File: src/rtl/qos_packet_source.sv
// qos_packet_source: transmit-side traffic source for the 4-queue QoS buffer container.
// Emits 4-bit packets {queue_id[1:0], payload[1:0]} on in_number and announces each one
// by bumping the 12-bit received_yes counter. Packets come from a periodic automatic
// generator or from a one-cycle manual injection request; manual wins a tie.
//
// Ports:
//   clock, reset               rising-edge clock, asynchronous active-high reset
//   enable                     run the automatic interval timer while high
//   manual_valid/manual_packet one-cycle injection request, taken only in IDLE
//   manual_ready               one-cycle pulse on the edge a manual packet is emitted
//   in_number                  current packet, held until the next one
//   received_yes               packet strobe counter, +1 per packet, never wraps
//   sent_count1..sent_count4   saturating per-queue packet counts (queue 0..3)
//   busy, done                 EMIT/HOLD indicator, sticky "MAX_PACKETS sent" flag
//
// Build option: define QOS_PACKET_SOURCE_LFSR_EN to make the generator an 8-bit Galois
// LFSR (taps 0xB8, shift right); otherwise it is an 8-bit incrementing counter.
// All outputs are registered.

module qos_packet_source #(
  parameter int unsigned INTERVAL    = 1000,
  parameter int unsigned MIN_GAP     = 2,
  parameter logic [7:0]  SEED        = 8'hA5,
  parameter int unsigned MAX_PACKETS = 4095
) (
  input  logic        clock,
  input  logic        reset,
  input  logic        enable,
  input  logic        manual_valid,
  input  logic [3:0]  manual_packet,
  output logic        manual_ready,
  output logic [3:0]  in_number,
  output logic [11:0] received_yes,
  output logic [11:0] sent_count1,
  output logic [11:0] sent_count2,
  output logic [11:0] sent_count3,
  output logic [11:0] sent_count4,
  output logic        busy,
  output logic        done
);

  // A misconfigured MAX_PACKETS is clamped so received_yes can never wrap.
  localparam int unsigned MAX_EFF       = (MAX_PACKETS > 4095) ? 4095 : MAX_PACKETS;
  localparam logic [11:0] MAX_CNT       = 12'(MAX_EFF);
  localparam logic [23:0] INTERVAL_LAST = 24'(INTERVAL - 1);
  // HOLD counts 0 .. MIN_GAP-2, i.e. MIN_GAP-1 cycles.
  localparam int unsigned HOLD_W        = (MIN_GAP > 2) ? $clog2(MIN_GAP - 1) : 1;
  localparam logic [HOLD_W-1:0] HOLD_LAST = HOLD_W'(MIN_GAP - 2);

  typedef enum logic [1:0] {
    ST_IDLE = 2'd0,
    ST_EMIT = 2'd1,
    ST_HOLD = 2'd2,
    ST_DONE = 2'd3
  } state_t;

  state_t            state_q, state_d;
  logic [23:0]       ivl_cnt_q, ivl_cnt_d;
  logic [HOLD_W-1:0] hold_cnt_q, hold_cnt_d;
  logic [7:0]        gen_q, gen_d;
  logic              pend_q, pend_d;
  logic [3:0]        in_number_q, in_number_d;
  logic [11:0]       received_yes_q, received_yes_d;
  logic [3:0][11:0]  sent_cnt_q, sent_cnt_d;
  logic              manual_ready_q, manual_ready_d;
  logic              busy_q, busy_d;
  logic              done_q, done_d;

  logic              tick;
  logic              auto_req;
  logic              launch;
  logic              launch_manual;
  logic [1:0]        qsel;
  logic [7:0]        gen_next;

  function automatic logic [11:0] sat_inc(input logic [11:0] v);
    return (v == 12'hFFF) ? v : v + 12'd1;
  endfunction

`ifdef QOS_PACKET_SOURCE_LFSR_EN
  assign gen_next = {1'b0, gen_q[7:1]} ^ (gen_q[0] ? 8'hB8 : 8'h00);
`else
  assign gen_next = gen_q + 8'd1;
`endif

  assign tick     = enable && (ivl_cnt_q == INTERVAL_LAST);
  // An automatic packet is due either now or from a tick that could not be served.
  assign auto_req = tick || pend_q;

  always_comb begin
    state_d        = state_q;
    ivl_cnt_d      = ivl_cnt_q;
    hold_cnt_d     = hold_cnt_q;
    gen_d          = gen_q;
    // A tick that is not served this cycle is remembered; only one can be pending.
    pend_d         = pend_q || tick;
    in_number_d    = in_number_q;
    received_yes_d = received_yes_q;
    sent_cnt_d     = sent_cnt_q;
    manual_ready_d = 1'b0;
    launch         = 1'b0;
    launch_manual  = 1'b0;
    qsel           = 2'd0;

    if (enable) begin
      ivl_cnt_d = tick ? 24'd0 : ivl_cnt_q + 24'd1;
    end

    case (state_q)
      ST_IDLE: begin
        if (manual_valid) begin
          launch        = 1'b1;
          launch_manual = 1'b1;
        end else if (auto_req) begin
          launch = 1'b1;
        end
      end
      ST_EMIT: begin
        state_d    = ST_HOLD;
        hold_cnt_d = '0;
      end
      ST_HOLD: begin
        if (hold_cnt_q == HOLD_LAST) begin
          if (received_yes_q >= MAX_CNT) begin
            state_d = ST_DONE;
          end else if (auto_req) begin
            // A deferred tick goes out as soon as the gap has elapsed, so a
            // manual/automatic collision yields strobes exactly MIN_GAP apart.
            launch = 1'b1;
          end else begin
            state_d = ST_IDLE;
          end
        end else begin
          hold_cnt_d = hold_cnt_q + 1'b1;
        end
      end
      ST_DONE: begin
        pend_d = 1'b0;
      end
      default: begin
        state_d = ST_IDLE;
      end
    endcase

    if (launch) begin
      state_d = ST_EMIT;
      if (launch_manual) begin
        in_number_d = manual_packet;
      end else begin
        in_number_d = gen_q[3:0];
        gen_d       = gen_next;
        pend_d      = 1'b0;
      end
      qsel             = in_number_d[3:2];
      manual_ready_d   = launch_manual;
      received_yes_d   = sat_inc(received_yes_q);
      sent_cnt_d[qsel] = sat_inc(sent_cnt_q[qsel]);
    end

    busy_d = (state_d == ST_EMIT) || (state_d == ST_HOLD);
    done_d = (state_d == ST_DONE);
  end

  always_ff @(posedge clock or posedge reset) begin
    if (reset) begin
      state_q        <= ST_IDLE;
      ivl_cnt_q      <= '0;
      hold_cnt_q     <= '0;
      gen_q          <= SEED;
      pend_q         <= 1'b0;
      in_number_q    <= '0;
      received_yes_q <= '0;
      sent_cnt_q     <= '0;
      manual_ready_q <= 1'b0;
      busy_q         <= 1'b0;
      done_q         <= 1'b0;
    end else begin
      state_q        <= state_d;
      ivl_cnt_q      <= ivl_cnt_d;
      hold_cnt_q     <= hold_cnt_d;
      gen_q          <= gen_d;
      pend_q         <= pend_d;
      in_number_q    <= in_number_d;
      received_yes_q <= received_yes_d;
      sent_cnt_q     <= sent_cnt_d;
      manual_ready_q <= manual_ready_d;
      busy_q         <= busy_d;
      done_q         <= done_d;
    end
  end

  assign manual_ready = manual_ready_q;
  assign in_number    = in_number_q;
  assign received_yes = received_yes_q;
  assign sent_count1  = sent_cnt_q[0];
  assign sent_count2  = sent_cnt_q[1];
  assign sent_count3  = sent_cnt_q[2];
  assign sent_count4  = sent_cnt_q[3];
  assign busy         = busy_q;
  assign done         = done_q;

endmodule

File: config.mk
export PLATFORM = sky130hd
export DESIGN_NAME = qos_packet_source
export DESIGN_NICKNAME = d
export VERILOG_FILES = /design/src/rtl/qos_packet_source.sv
export SDC_FILE = /design/constraint.sdc
export NUM_CORES = 1
export LEC_CHECK = 0
export ABC_CLOCK_PERIOD_IN_PS = 6700
export CORE_ASPECT_RATIO = 1.2
export CORE_MARGIN = 2
export CORE_UTILIZATION = 55
export DETAILED_ROUTE_END_ITERATION = 16
export GPL_ROUTABILITY_DRIVEN = 0
export PLACE_DENSITY = 0.81
export SYNTH_ARGS = -nofsm -noshare
export SYNTH_HDL_FRONTEND = slang
export SYNTH_SLANG_ARGS = --single-unit
export TNS_END_PERCENT = 100
File: constraint.sdc
create_clock -name clock -period 6.7 [get_ports clock]
set_input_delay 0.67 -clock clock [delete_from_list [all_inputs] [get_ports clock]]
set_output_delay 0.67 -clock clock [all_outputs]
set_load 0.005 [all_outputs]
==> out/qor.log, run 1 <==
qor: routing.via_per_inst 6.05
qor: floorplanning.floorplan_die_width 92.3 um
qor: power.seqPwrFrac 0.567
qor: timing.relSlewSlack 0.393
qor: clocking.clock_tree.root_cell sky130_fd_sc_hd__clkbuf_8
qor: critical_path.crit_path_start_kind flip-flop
qor: finish.antennaDiodeCount 0
qor: global_route.grt_start_max_net_pins 71
qor: synthesis.synth_top_family_by_area simple AND/OR/NAND/NOR gates
qor: global_route.vias_in_the_first_global_route 4043
qor: floorplanning.die_h 110 um
qor: routing.drt_drc_violations_left 0
qor: synthesis.synthesis.instances 481
qor: timing.final_period_demand_of_the_worst_path 4410 ps
qor: clocking.hold_buffers 0
qor: critical_path.path_delay_family simple AND/OR/NAND/NOR gates
qor: run_status.status complete, no violations
qor: finish.area_growth_syn_to_layout 20.3%
qor: timing.fin_hold_ws 478 ps
qor: power.pwr_density_cell 180 nW/um^2
qor: timing.highest_attainable_clock_frequency 227 MHz
qor: synthesis.synthFlopType sky130_fd_sc_hd__dfrtp_1
qor: synthesis.number_of_enable_type_register_cells_in_the_synthesized_netlist 0
qor: global_route.first_pass_grt_wire_length 19700 um
qor: power.p_int 0.856 mW
qor: global_route.antenna_found_initial 0
qor: critical_path.cp_max_fo 14
qor: synthesis.post_synth_instance_area 5140 um^2
qor: hold_path.holdCritPathClass flip-flop to flip-flop
qor: critical_path.worst_path_max_delay_cell sky130_fd_sc_hd__nor2_1
qor: timing.setup_viol_count_final 0
qor: synthesis.post_synth_mux_area_share 0.120
qor: routing.num_vias 4099
qor: power.comb_power_share 0.055
qor: timing.final_hold_viol_count 0
qor: global_route.global_route_usage_sum 0.251
qor: power.peakVddDrop 0.113 mV
qor: power.static-leakage-power 2.71 nW
qor: timing.grt_setup_unrepaired false
qor: timing.timing_worst_slew_pin_value 907 ps
qor: synthesis.synth_compound_area_frac 0.0818
qor: place.place.port_buffers 74
qor: critical_path.worst_path_required_time 6970 ps
qor: synthesis.yosys.cell_types.count 53
qor: timing.finalSetupTns 0 ps
qor: critical_path.worst_path_buffer_plus_inverter_count 2
qor: synthesis.syn-mean-instance-area 10.7 um^2
qor: synthesis.post_synth_xor_area_fraction 0.0784
qor: place.detailedPlacementHpwl 8380 um
qor: critical_path.cell_breakdown_of_the_critical_path inv_1, ha_1, a21boi_1, nor2_1, nand2_1, and3_1, a31oi_1, ha_1, inv_1, a211o_1, a21oi_4, nand3_2, mux2_2, mux2_2
qor: floorplanning.design.portCount 75
qor: critical_path.timing_worst_setup_path_type flip-flop to flip-flop
qor: routing.detailed_route_iter0_violations 242
qor: floorplanning.starting_density_of_the_core 0.566
qor: clocking.clk_transition_reported_paths 90 ps
qor: clocking.clock_latency 380 ps
qor: critical_path.timing.critical_path.arrival 4680 ps
qor: synthesis.async_reset_ff_frac 1.00
qor: clocking.post_cts.resized_instances 0
qor: job.maxCapViolCount 0
qor: clocking.cts_tree built
qor: timing.final_min_period_over_clock_period 0.658
qor: routing.post_drt_wl_per_cell 17.8 um
qor: critical_path.timing.critical_path.to_type flip-flop
qor: routing.routed_wire_length 12100 um
qor: timing.drv_slew 0
qor: synthesis.synth-warning-count 0
qor: floorplanning.floorplan.die_area 10100 um^2
qor: synthesis.synth_area_in_simple_gates 0.193
qor: clocking.clock_sink_count 98
qor: synthesis.ys_seq_area_frac 0.478
qor: routing.drt_pass1_iterations 5
qor: clocking.cts_inserted_buffers 9
qor: floorplanning.core 9080 um^2
qor: timing.skew 6.67 ps
qor: global_route.grt_remaining_overflow 0
qor: synthesis.post_syn_nets 498
qor: clocking.ctsLongestPathBuffers 2
qor: finish.drive_above_1_share 0.145
qor: floorplanning.row_count 38
qor: power.clkPwrFrac 0.379
qor: finish.nets 570
qor: synthesis.yosys_register_bits 98
qor: clocking.post_cts.repair.setup_buffers 0
qor: critical_path.cp_slowest_stage_delay 750 ps
qor: clocking.h-tree-depth 3
qor: routing.drt.antenna.violating_nets 0
qor: power.switching_power 0.260 mW
qor: power.sw_frac_of_total 0.233
qor: synthesis.yosys.area_share.adder 0.0219
[per-layer routing]
layer,vias up,wire length [um],GRT usage
li1,1889,-,-
met1,1987,4790,0.310
met2,185,6130,0.435
met3,38,897,0.0569
met4,0,272,0.0917
met5,-,0,0
[state kept, by name, summed over array words and instances (netlist names)]
name and count:
busy 1, done 1, gen_q 4, in_number 4, ivl_cnt_q 24, manual_ready 1, pend_q 1, received_yes 12
sent_count1 12, sent_count2 12, sent_count3 12, sent_count4 12, state_q 2
[worst paths after layout]
kind	start	to	slack [ps]	depth (start not counted)
worst min-delay path	ivl_cnt_q[23]$_DFFE_PP0P_	ivl_cnt_q[23]$_DFFE_PP0P_	480	1
max in group asynchronous	reset	sent_count1[5]$_DFFE_PP0P_	4850	3
worst max-delay path	state_q[0]$_DFF_PP0_	sent_count2[1]$_DFFE_PP0P_	2290	14
min in group asynchronous	reset	sent_count1[7]$_DFFE_PP0P_	630	2
worst max register to register	state_q[0]$_DFF_PP0_	sent_count2[1]$_DFFE_PP0P_	2290	14
worst min register to register	ivl_cnt_q[23]$_DFFE_PP0P_	ivl_cnt_q[23]$_DFFE_PP0P_	480	1
[area by class of cell]
cell class,count,area [um^2]
Sequential cell,98,2450
Multi-Input combinational cell,354,2540
Fill cell,681,2900
Clock inverter,6,80.1
Timing Repair Buffer,78,771
Tap cell,120,150
Clock buffer,10,138
Inverter,12,46.3
[synth_stat cells (3+ instances only)]
cell type,count,area share
sky130_fd_sc_hd__nand2_1,59,0.043
sky130_fd_sc_hd__nor3_4,4,0.013
sky130_fd_sc_hd__a21boi_0,3,0.0044
sky130_fd_sc_hd__inv_1,12,0.0088
sky130_fd_sc_hd__a211oi_1,3,0.0044
sky130_fd_sc_hd__mux2_2,44,0.096
sky130_fd_sc_hd__a311oi_1,4,0.0068
sky130_fd_sc_hd__a31oi_1,4,0.0049
sky130_fd_sc_hd__mux2i_1,3,0.0058
sky130_fd_sc_hd__dfrtp_1,96,0.47
sky130_fd_sc_hd__nand3_1,23,0.022
sky130_fd_sc_hd__buf_2,7,0.0068
sky130_fd_sc_hd__xnor2_1,32,0.055
sky130_fd_sc_hd__clkbuf_1,6,0.0044
sky130_fd_sc_hd__a21oi_1,13,0.013
sky130_fd_sc_hd__mux4_2,3,0.013
sky130_fd_sc_hd__o21ai_0,7,0.0068
sky130_fd_sc_hd__xor2_1,14,0.024
sky130_fd_sc_hd__o211ai_1,5,0.0073
sky130_fd_sc_hd__nand4_1,26,0.032
sky130_fd_sc_hd__nor3_1,8,0.0078
sky130_fd_sc_hd__ha_1,9,0.022
sky130_fd_sc_hd__nor2_1,28,0.020
sky130_fd_sc_hd__or4_1,3,0.0044
sky130_fd_sc_hd__o32ai_1,3,0.0051
sky130_fd_sc_hd__and3_1,21,0.026
[stage by stage]
stage | area [um^2] | power, mW | instances | utilization | setup WS (ps)
after detailed placement | 5970 | 0.705 | 662 | 0.657 | 2030
after global placement | 5970 | 0.702 | 662 | 0.657 | 2240
after global routing | 6180 | 1.16 | 678 | 0.681 | 1940
final | 6180 | 1.12 | 678 | 0.681 | 2290
after floorplan | 5140 | 0.686 | 481 | - | 3020
after CTS | 6180 | 1.12 | 678 | 0.681 | 2390
[worst reg2reg max path, delay by kind of cell (launching register included)]
family          cells  cell delay [ps]
compound gates      4             1070
flops               1              410
buf+inv             2              210
mux                 2              680
simple gates        4             1350
fa+ha+maj           2              580
[power by group through the flow]
| stage | Sequential (mW) | Combinational, mW | Clock, mW |
|---|---|---|---|
| detailed placement | 0.644 | 0.0615 | 0 |
| floorplan | 0.639 | 0.0475 | 0 |
| finish | 0.632 | 0.0611 | 0.423 |
| global route | 0.635 | 0.0712 | 0.453 |
| global placement | 0.643 | 0.0583 | 0 |
| CTS | 0.632 | 0.0624 | 0.429 |
[logic make-up (layout without fill, tap and decap cells)]
| kind of cell | Yosys count | after routing |
|---|---|---|
| AND/OR/NAND/NOR | 189 | 189 |
| flip-flops | 98 | 98 |
| AO/OA/AOI/OAI | 59 | 59 |
| multiplexers | 51 | 51 |
| XOR/XNOR | 46 | 46 |
| buffers and inverters | 29 | 106 |
| adder cells (fa/ha/maj) | 9 | 9 |
[cells in the final DEF (no fill, tap or decap), types with 3 or more instances in the layout]
master / n
sky130_fd_sc_hd__nand4_1: 26
sky130_fd_sc_hd__a21boi_0: 3
sky130_fd_sc_hd__mux2i_1: 3
sky130_fd_sc_hd__ha_1: 9
sky130_fd_sc_hd__a21oi_1: 13
sky130_fd_sc_hd__a211oi_1: 3
sky130_fd_sc_hd__nor3_4: 4
sky130_fd_sc_hd__mux2_2: 44
sky130_fd_sc_hd__nor2_1: 28
sky130_fd_sc_hd__xor2_1: 14
sky130_fd_sc_hd__dfrtp_1: 96
sky130_fd_sc_hd__inv_1: 11
sky130_fd_sc_hd__nand2_1: 59
sky130_fd_sc_hd__xnor2_1: 32
sky130_fd_sc_hd__o211ai_1: 5
sky130_fd_sc_hd__nor3_1: 8
sky130_fd_sc_hd__a31oi_1: 4
sky130_fd_sc_hd__clkinv_2: 5
sky130_fd_sc_hd__a311oi_1: 4
sky130_fd_sc_hd__or4_1: 3
sky130_fd_sc_hd__o32ai_1: 3
sky130_fd_sc_hd__clkbuf_8: 10
sky130_fd_sc_hd__buf_4: 4
sky130_fd_sc_hd__mux4_2: 3
sky130_fd_sc_hd__clkdlybuf4s50_1: 74
sky130_fd_sc_hd__nand3_1: 23
sky130_fd_sc_hd__o21ai_0: 7
sky130_fd_sc_hd__and3_1: 21
Note: power is estimated with default switching activity, not from simulation.
==> run 2, diff against run 1 <==
Settings changed: ABC_CLOCK_PERIOD_IN_PS 6700 to 3850, CORE_UTILIZATION 55 to 49, PLACE_DENSITY 0.81 to 0.76.
Clock period 6.7 ns to 3.85 ns, I/O delays scaled along.
==> run 2 against run 1 <==
Compared with the run above:
- register-to-register slack worse by 1900 ps
- maximum frequency is 26% higher
- cell count is 2.9% higher
- flip-flop and latch count stayed put
- hold slack better by 0.79 ps
- setup slack worse by 1900 ps
- sequential share of layout area is 1.3 points lower
- global-route usage is 0.83 points lower
- clock-buffer cell count is 2 higher
- power is 91% higher
- critical endpoint is now sent_count4[1]$_DFFE_PP0P_
==> out/qor.log, run 2 (synthesized netlist as in run 1, its figures left out) <==
qor: floorplanning.core 10100 um^2
qor: power.switching_power 0.478 mW
qor: finish.drive_above_1_share 0.170
qor: clocking.ctsLongestPathBuffers 2
qor: timing.fin_hold_ws 478 ps
qor: global_route.grt_remaining_overflow 0
qor: floorplanning.design.portCount 75
qor: hold_path.holdCritPathClass flip-flop to flip-flop
qor: finish.antennaDiodeCount 0
qor: timing.highest_attainable_clock_frequency 286 MHz
qor: clocking.clock_latency 340 ps
qor: clocking.clock_sink_count 98
qor: power.sw_frac_of_total 0.225
qor: critical_path.timing.critical_path.arrival 3720 ps
qor: critical_path.critical_path.reg2reg.endpoint sent_count4[1]$_DFFE_PP0P_
qor: place.detailedPlacementHpwl 9430 um
qor: critical_path.r2r_setup_slack 350 ps
qor: routing.drt_drc_violations_left 0
qor: finish.fin_util 0.633
qor: timing.timing_worst_slew_pin_value 772 ps
qor: timing.relSlewSlack 0.485
qor: power.seqPwrFrac 0.517
qor: power.clkPwrFrac 0.431
qor: floorplanning.row_count 40
qor: finish.area_growth_syn_to_layout 24.5%
qor: place.place.port_buffers 74
qor: finish.mostFrequentLayoutCell sky130_fd_sc_hd__dfrtp_1
qor: critical_path.cp_max_fo 12
qor: timing.finalSetupTns 0 ps
qor: clocking.h-tree-depth 3
qor: routing.drt.antenna.violating_nets 0
qor: finish.final_cell_mix sky130_fd_sc_hd__dfrtp_1, sky130_fd_sc_hd__clkdlybuf4s50_1, sky130_fd_sc_hd__nand2_1
qor: floorplanning.starting_density_of_the_core 0.508
qor: global_route.global_route_usage_sum 0.243
qor: finish.largest_register_ff_count 24
qor: hold_path.worst_hold_stages 1
qor: critical_path.reg2reg_from state_q[0]$_DFF_PP0_
qor: routing.drt_pass1_iterations 5
qor: floorplanning.floorplan_die_width 97.5 um
qor: global_route.grt_start_max_net_pins 64
qor: hold_path.hold-path-endpoint ivl_cnt_q[23]$_DFFE_PP0P_
qor: timing.skew 7.04 ps
qor: clocking.clk_transition_reported_paths 70 ps
qor: critical_path.timing.critical_path.to_type flip-flop
qor: clocking.hold_buffers 0
qor: floorplanning.floorplan.die_area 11300 um^2
qor: routing.detailed_route_iter0_violations 232
qor: clocking.post_cts.repair.setup_buffers 0
qor: power.p_int 1.65 mW
qor: critical_path.worst_path_required_time 4070 ps
qor: routing.routed_wire_length 13200 um
qor: power.comb_power_share 0.051
qor: power.static-leakage-power 2.81 nW
qor: power.pwr_density_cell 333 nW/um^2
qor: timing.final_min_period_over_clock_period 0.908
qor: finish.nets 584
qor: timing.grt_setup_unrepaired false
qor: routing.via_per_inst 6.04
qor: clocking.post_cts.resized_instances 0
qor: hold_path.startpoint_of_the_worst_hold_path ivl_cnt_q[23]$_DFFE_PP0P_
qor: floorplanning.die_h 116 um
qor: run_status.status complete, no violations
qor: job.maxCapViolCount 0
qor: global_route.vias_in_the_first_global_route 4317
qor: clocking.cts_inserted_buffers 9
qor: global_route.first_pass_grt_wire_length 22000 um
qor: critical_path.crit_path_start_kind flip-flop
qor: timing.final_hold_viol_count 0
qor: critical_path.cell_depth_of_the_worst_flop_to_flop_path 14
qor: timing.setup_viol_count_final 0
qor: clocking.cts_tree built
qor: routing.num_vias 4219
qor: critical_path.timing_worst_setup_path_type flip-flop to flip-flop
qor: clocking.clock_tree.root_cell sky130_fd_sc_hd__clkbuf_16
qor: routing.post_drt_wl_per_cell 19.0 um
qor: power.peakVddDrop 0.234 mV
qor: timing.drv_slew 0
qor: timing.final_period_demand_of_the_worst_path 3500 ps
qor: global_route.antenna_found_initial 0
qor: finish.regMostFlops ivl_cnt_q
==> run 2: changes by cell type in the layout (fill, tap and decap cells not counted), sizes merged <==
cell / before / now
clkbuf: 10 / 12
buf: 4 / 18
bufinv: 2 / 1
clkinvlp: 0 / 2
inv: 11 / 12
clkinv: 5 / 1
==> run 2: worst max-delay path: stages (launching register included) <==
cell	delay, ps
sky130_fd_sc_hd__dfrtp_1	400
sky130_fd_sc_hd__inv_1	130
sky130_fd_sc_hd__ha_2	310
sky130_fd_sc_hd__nand3_1	140
sky130_fd_sc_hd__nand2_1	190
sky130_fd_sc_hd__nand2_1	70
sky130_fd_sc_hd__and3_1	170
sky130_fd_sc_hd__a31oi_1	230
sky130_fd_sc_hd__ha_1	210
sky130_fd_sc_hd__inv_1	90
sky130_fd_sc_hd__a211o_1	330
sky130_fd_sc_hd__a21oi_4	250
sky130_fd_sc_hd__nand3_2	200
sky130_fd_sc_hd__mux2_2	370
sky130_fd_sc_hd__mux2_2	280
==> run 2: power groups by stage <==
stage                     registers (mW)  logic [mW]  clock network (mW)
after global routing                1.11       0.124               0.974
after CTS                           1.10       0.111               0.932
after detailed placement            1.12       0.108                   0
final                               1.10       0.109               0.918
after floorplan                     1.11      0.0827                   0
after global placement              1.12       0.104                   0
==> run 2: worst max-delay path by stage <==
stage / start / to / cells past startpoint
floorplan: state_q[0]$_DFF_PP0_ / sent_count1[1]$_DFFE_PP0P_ / 16
global placement: manual_valid / sent_count3[1]$_DFFE_PP0P_ / 13
detailed placement: manual_valid / sent_count3[5]$_DFFE_PP0P_ / 14
CTS: state_q[0]$_DFF_PP0_ / sent_count3[5]$_DFFE_PP0P_ / 15
global route: state_q[0]$_DFF_PP0_ / sent_count4[1]$_DFFE_PP0P_ / 14
finish: state_q[0]$_DFF_PP0_ / sent_count4[1]$_DFFE_PP0P_ / 14
==> run 2: through the flow <==
stage	cell area (um^2)	total power, mW	setup WS [ps]	std cells
2_1_floorplan	5140	1.19	290	481
3_3_place_gp	6080	1.22	228	682
3_5_place_dp	6080	1.23	102	682
4_1_cts	6390	2.15	182	698
5_1_grt	6400	2.21	54.6	698
6_report	6400	2.13	353	698
==> run 2: metal layers <==
metal / vias to the layer above / global-route usage / routed length (um) / part of all wire
met5: - / 0 / 0 / 0
met4: 0 / 0.0833 / 255 / 0.019
met3: 28 / 0.0479 / 840 / 0.063
met2: 195 / 0.421 / 6630 / 0.50
met1: 2077 / 0.308 / 5510 / 0.42
li1: 1919 / - / - / -
==> run 2: area by class of cell <==
| type | instances | area (um^2) |
|---|---|---|
| timing repair buffer | 92 | 876 |
| fill | 819 | 3710 |
| tap | 126 | 158 |
| multi-input combinational | 354 | 2560 |
| clock buffer | 12 | 256 |
| clock inverter | 4 | 50.0 |
| inverter | 12 | 47.5 |
| sequential | 98 | 2450 |
==> run 3, diff against run 2 <==
Settings changed: MAX_ROUTING_LAYER set to met4, SKIP_CTS_REPAIR_TIMING set to 1.
==> run 3 against run 2 <==
Compared with the run above:
- final area did not move
- hold slack hardly changed
- non-clock buffer count unchanged
- clock-buffer cell count did not move
- maximum frequency about the same
- first-iteration DRC count increased by 11%
- combinational power about the same
- setup slack improved by 1.2 ps
- core utilization did not move
- critical path depth stayed put
==> out/qor.log, run 3 (synthesized netlist as in run 1, its figures left out) <==
qor: finish.area_growth_syn_to_layout 24.5%
qor: power.clkPwrFrac 0.432
qor: timing.final_min_period_over_clock_period 0.908
qor: finish.nets 584
qor: critical_path.worst_path_buffer_plus_inverter_count 2
qor: power.static-leakage-power 2.81 nW
qor: place.dp_slack 102 ps
qor: power.comb_power_share 0.051
qor: clocking.cts_tree built
qor: clocking.clock_sink_count 98
qor: power.peakVddDrop 0.232 mV
qor: critical_path.cp_max_fo 12
qor: critical_path.cp_slowest_stage_delay 400 ps
qor: run_status.status complete, no violations
qor: floorplanning.design.portCount 75
qor: critical_path.timing_worst_setup_path_type flip-flop to flip-flop
qor: critical_path.worst_path_max_delay_cell sky130_fd_sc_hd__dfrtp_1
qor: timing.relSlewSlack 0.482
qor: timing.highest_attainable_clock_frequency 286 MHz
qor: finish.final_cell_mix sky130_fd_sc_hd__dfrtp_1, sky130_fd_sc_hd__clkdlybuf4s50_1, sky130_fd_sc_hd__nand2_1
qor: global_route.global_route_usage_sum 0.251
qor: timing.final_period_demand_of_the_worst_path 3500 ps
qor: clocking.h-tree-depth 3
qor: routing.detailed_route_iter0_violations 257
qor: critical_path.timing.critical_path.arrival 3720 ps
qor: floorplanning.die_h 116 um
qor: power.switching_power 0.482 mW
qor: timing.finalWorstSetupSlack 354 ps
qor: timing.timing_worst_slew_pin_value 777 ps
qor: critical_path.worst_path_required_time 4080 ps
qor: routing.drt_drc_violations_left 0
qor: timing.drv_slew 0
qor: floorplanning.core 10100 um^2
qor: finish.postLayoutCellArea 6400 um^2
qor: power.pwr_density_cell 333 nW/um^2
qor: routing.via_per_inst 6.00
qor: finish.mostFrequentLayoutCell sky130_fd_sc_hd__dfrtp_1
qor: clocking.clk_transition_reported_paths 70 ps
qor: global_route.grt_start_max_net_pins 64
qor: global_route.vias_in_the_first_global_route 4313
qor: critical_path.cell_breakdown_of_the_critical_path inv_1, ha_2, nand3_1, nand2_1, nand2_1, and3_1, a31oi_1, ha_1, inv_1, a211o_1, a21oi_4, nand3_2, mux2_2, mux2_2
qor: global_route.grt_remaining_overflow 0
qor: clocking.clock_latency 350 ps
qor: finish.regMostFlops ivl_cnt_q
qor: place.detailedPlacementHpwl 9430 um
qor: finish.antennaDiodeCount 0
qor: clocking.ctsLongestPathBuffers 2
qor: finish.drive_above_1_share 0.170
qor: critical_path.crit_path_start_kind flip-flop
qor: routing.drt.antenna.violating_nets 0
qor: global_route.antenna_found_initial 0
qor: floorplanning.row_count 40
qor: timing.setup_viol_count_final 0
qor: global_route.first_pass_grt_wire_length 22000 um
qor: clocking.cts_inserted_buffers 9
qor: power.sw_frac_of_total 0.226
qor: timing.skew 7.30 ps
qor: power.seqPwrFrac 0.517
qor: timing.grt_setup_unrepaired false
qor: routing.routed_wire_length 13300 um
qor: place.placement.cell_area 6080 um^2
qor: routing.post_drt_wl_per_cell 19.0 um
qor: job.maxCapViolCount 0
qor: routing.drt_pass1_iterations 7
qor: floorplanning.floorplan.die_area 11300 um^2
qor: power.p_int 1.65 mW
qor: timing.final_hold_viol_count 0
qor: floorplanning.starting_density_of_the_core 0.508
qor: finish.largest_register_ff_count 24
qor: floorplanning.floorplan_die_width 97.5 um
qor: routing.num_vias 4190
qor: place.place.port_buffers 74
qor: critical_path.path_delay_family compound AO/OA/AOI/OAI gates
qor: clocking.clock_tree.root_cell sky130_fd_sc_hd__clkbuf_16
qor: hold_path.holdCritPathClass flip-flop to flip-flop
qor: critical_path.timing.critical_path.to_type flip-flop
qor: timing.fin_hold_ws 478 ps
qor: timing.finalSetupTns 0 ps
-- run 3: metrics by stage --
stage                     std cells  total power [mW]  utilization
after floorplan                 481              1.19            -
after global placement          682              1.22        0.601
after detailed placement        682              1.23        0.601
after CTS                       698              2.15        0.632
after global routing            698              2.21        0.633
final                           698              2.13        0.633
-- run 3: final timing paths --
| path | startpoint | end | slack [ps] | cells past startpoint |
|---|---|---|---|---|
| worst max register to register | state_q[0]$_DFF_PP0_ | sent_count4[1]$_DFFE_PP0P_ | 350 | 14 |
| max in group asynchronous | reset | gen_q[0]$_DFFE_PP1P_ | 2490 | 3 |
| worst max-delay path | state_q[0]$_DFF_PP0_ | sent_count4[1]$_DFFE_PP0P_ | 350 | 14 |
| worst min register to register | ivl_cnt_q[23]$_DFFE_PP0P_ | ivl_cnt_q[23]$_DFFE_PP0P_ | 480 | 1 |
| worst min-delay path | ivl_cnt_q[23]$_DFFE_PP0P_ | ivl_cnt_q[23]$_DFFE_PP0P_ | 480 | 1 |
| min in group asynchronous | reset | ivl_cnt_q[2]$_DFFE_PP0P_ | 530 | 2 |
-- run 3: power by group through the flow --
stage          logic (mW)  registers [mW]  clock network, mW
2_1_floorplan      0.0827            1.11                  0
3_3_place_gp        0.104            1.12                  0
3_5_place_dp        0.108            1.12                  0
4_1_cts             0.111            1.10              0.932
5_1_grt             0.124            1.11              0.975
6_report            0.109            1.10              0.922
-- run 3: area by class of cell --
cell class	count	area (um^2)
clock buffer	12	256
clock inverter	4	50.0
fill	819	3710
inverter	12	47.5
multi-input combinational	354	2560
sequential	98	2450
tap	126	158
timing repair buffer	92	876
-- run 3: worst register-to-register path: cells and delay by family, from the launching register on --
family,cells,cell delay (ps)
buffers and inverters,2,210
AOI/OAI and AO/OA,3,800
and+or+nand+nor,5,780
muxes,2,650
DFF,1,400
adders and majority gates,2,520
-- run 3: routing by layer --
layer	GRT usage	vias up	wire (um)
li1	-	1912	-
met1	0.311	2074	5620
met2	0.420	177	6600
met3	0.0473	27	763
met4	0.0833	0	279
met5	-	-	0
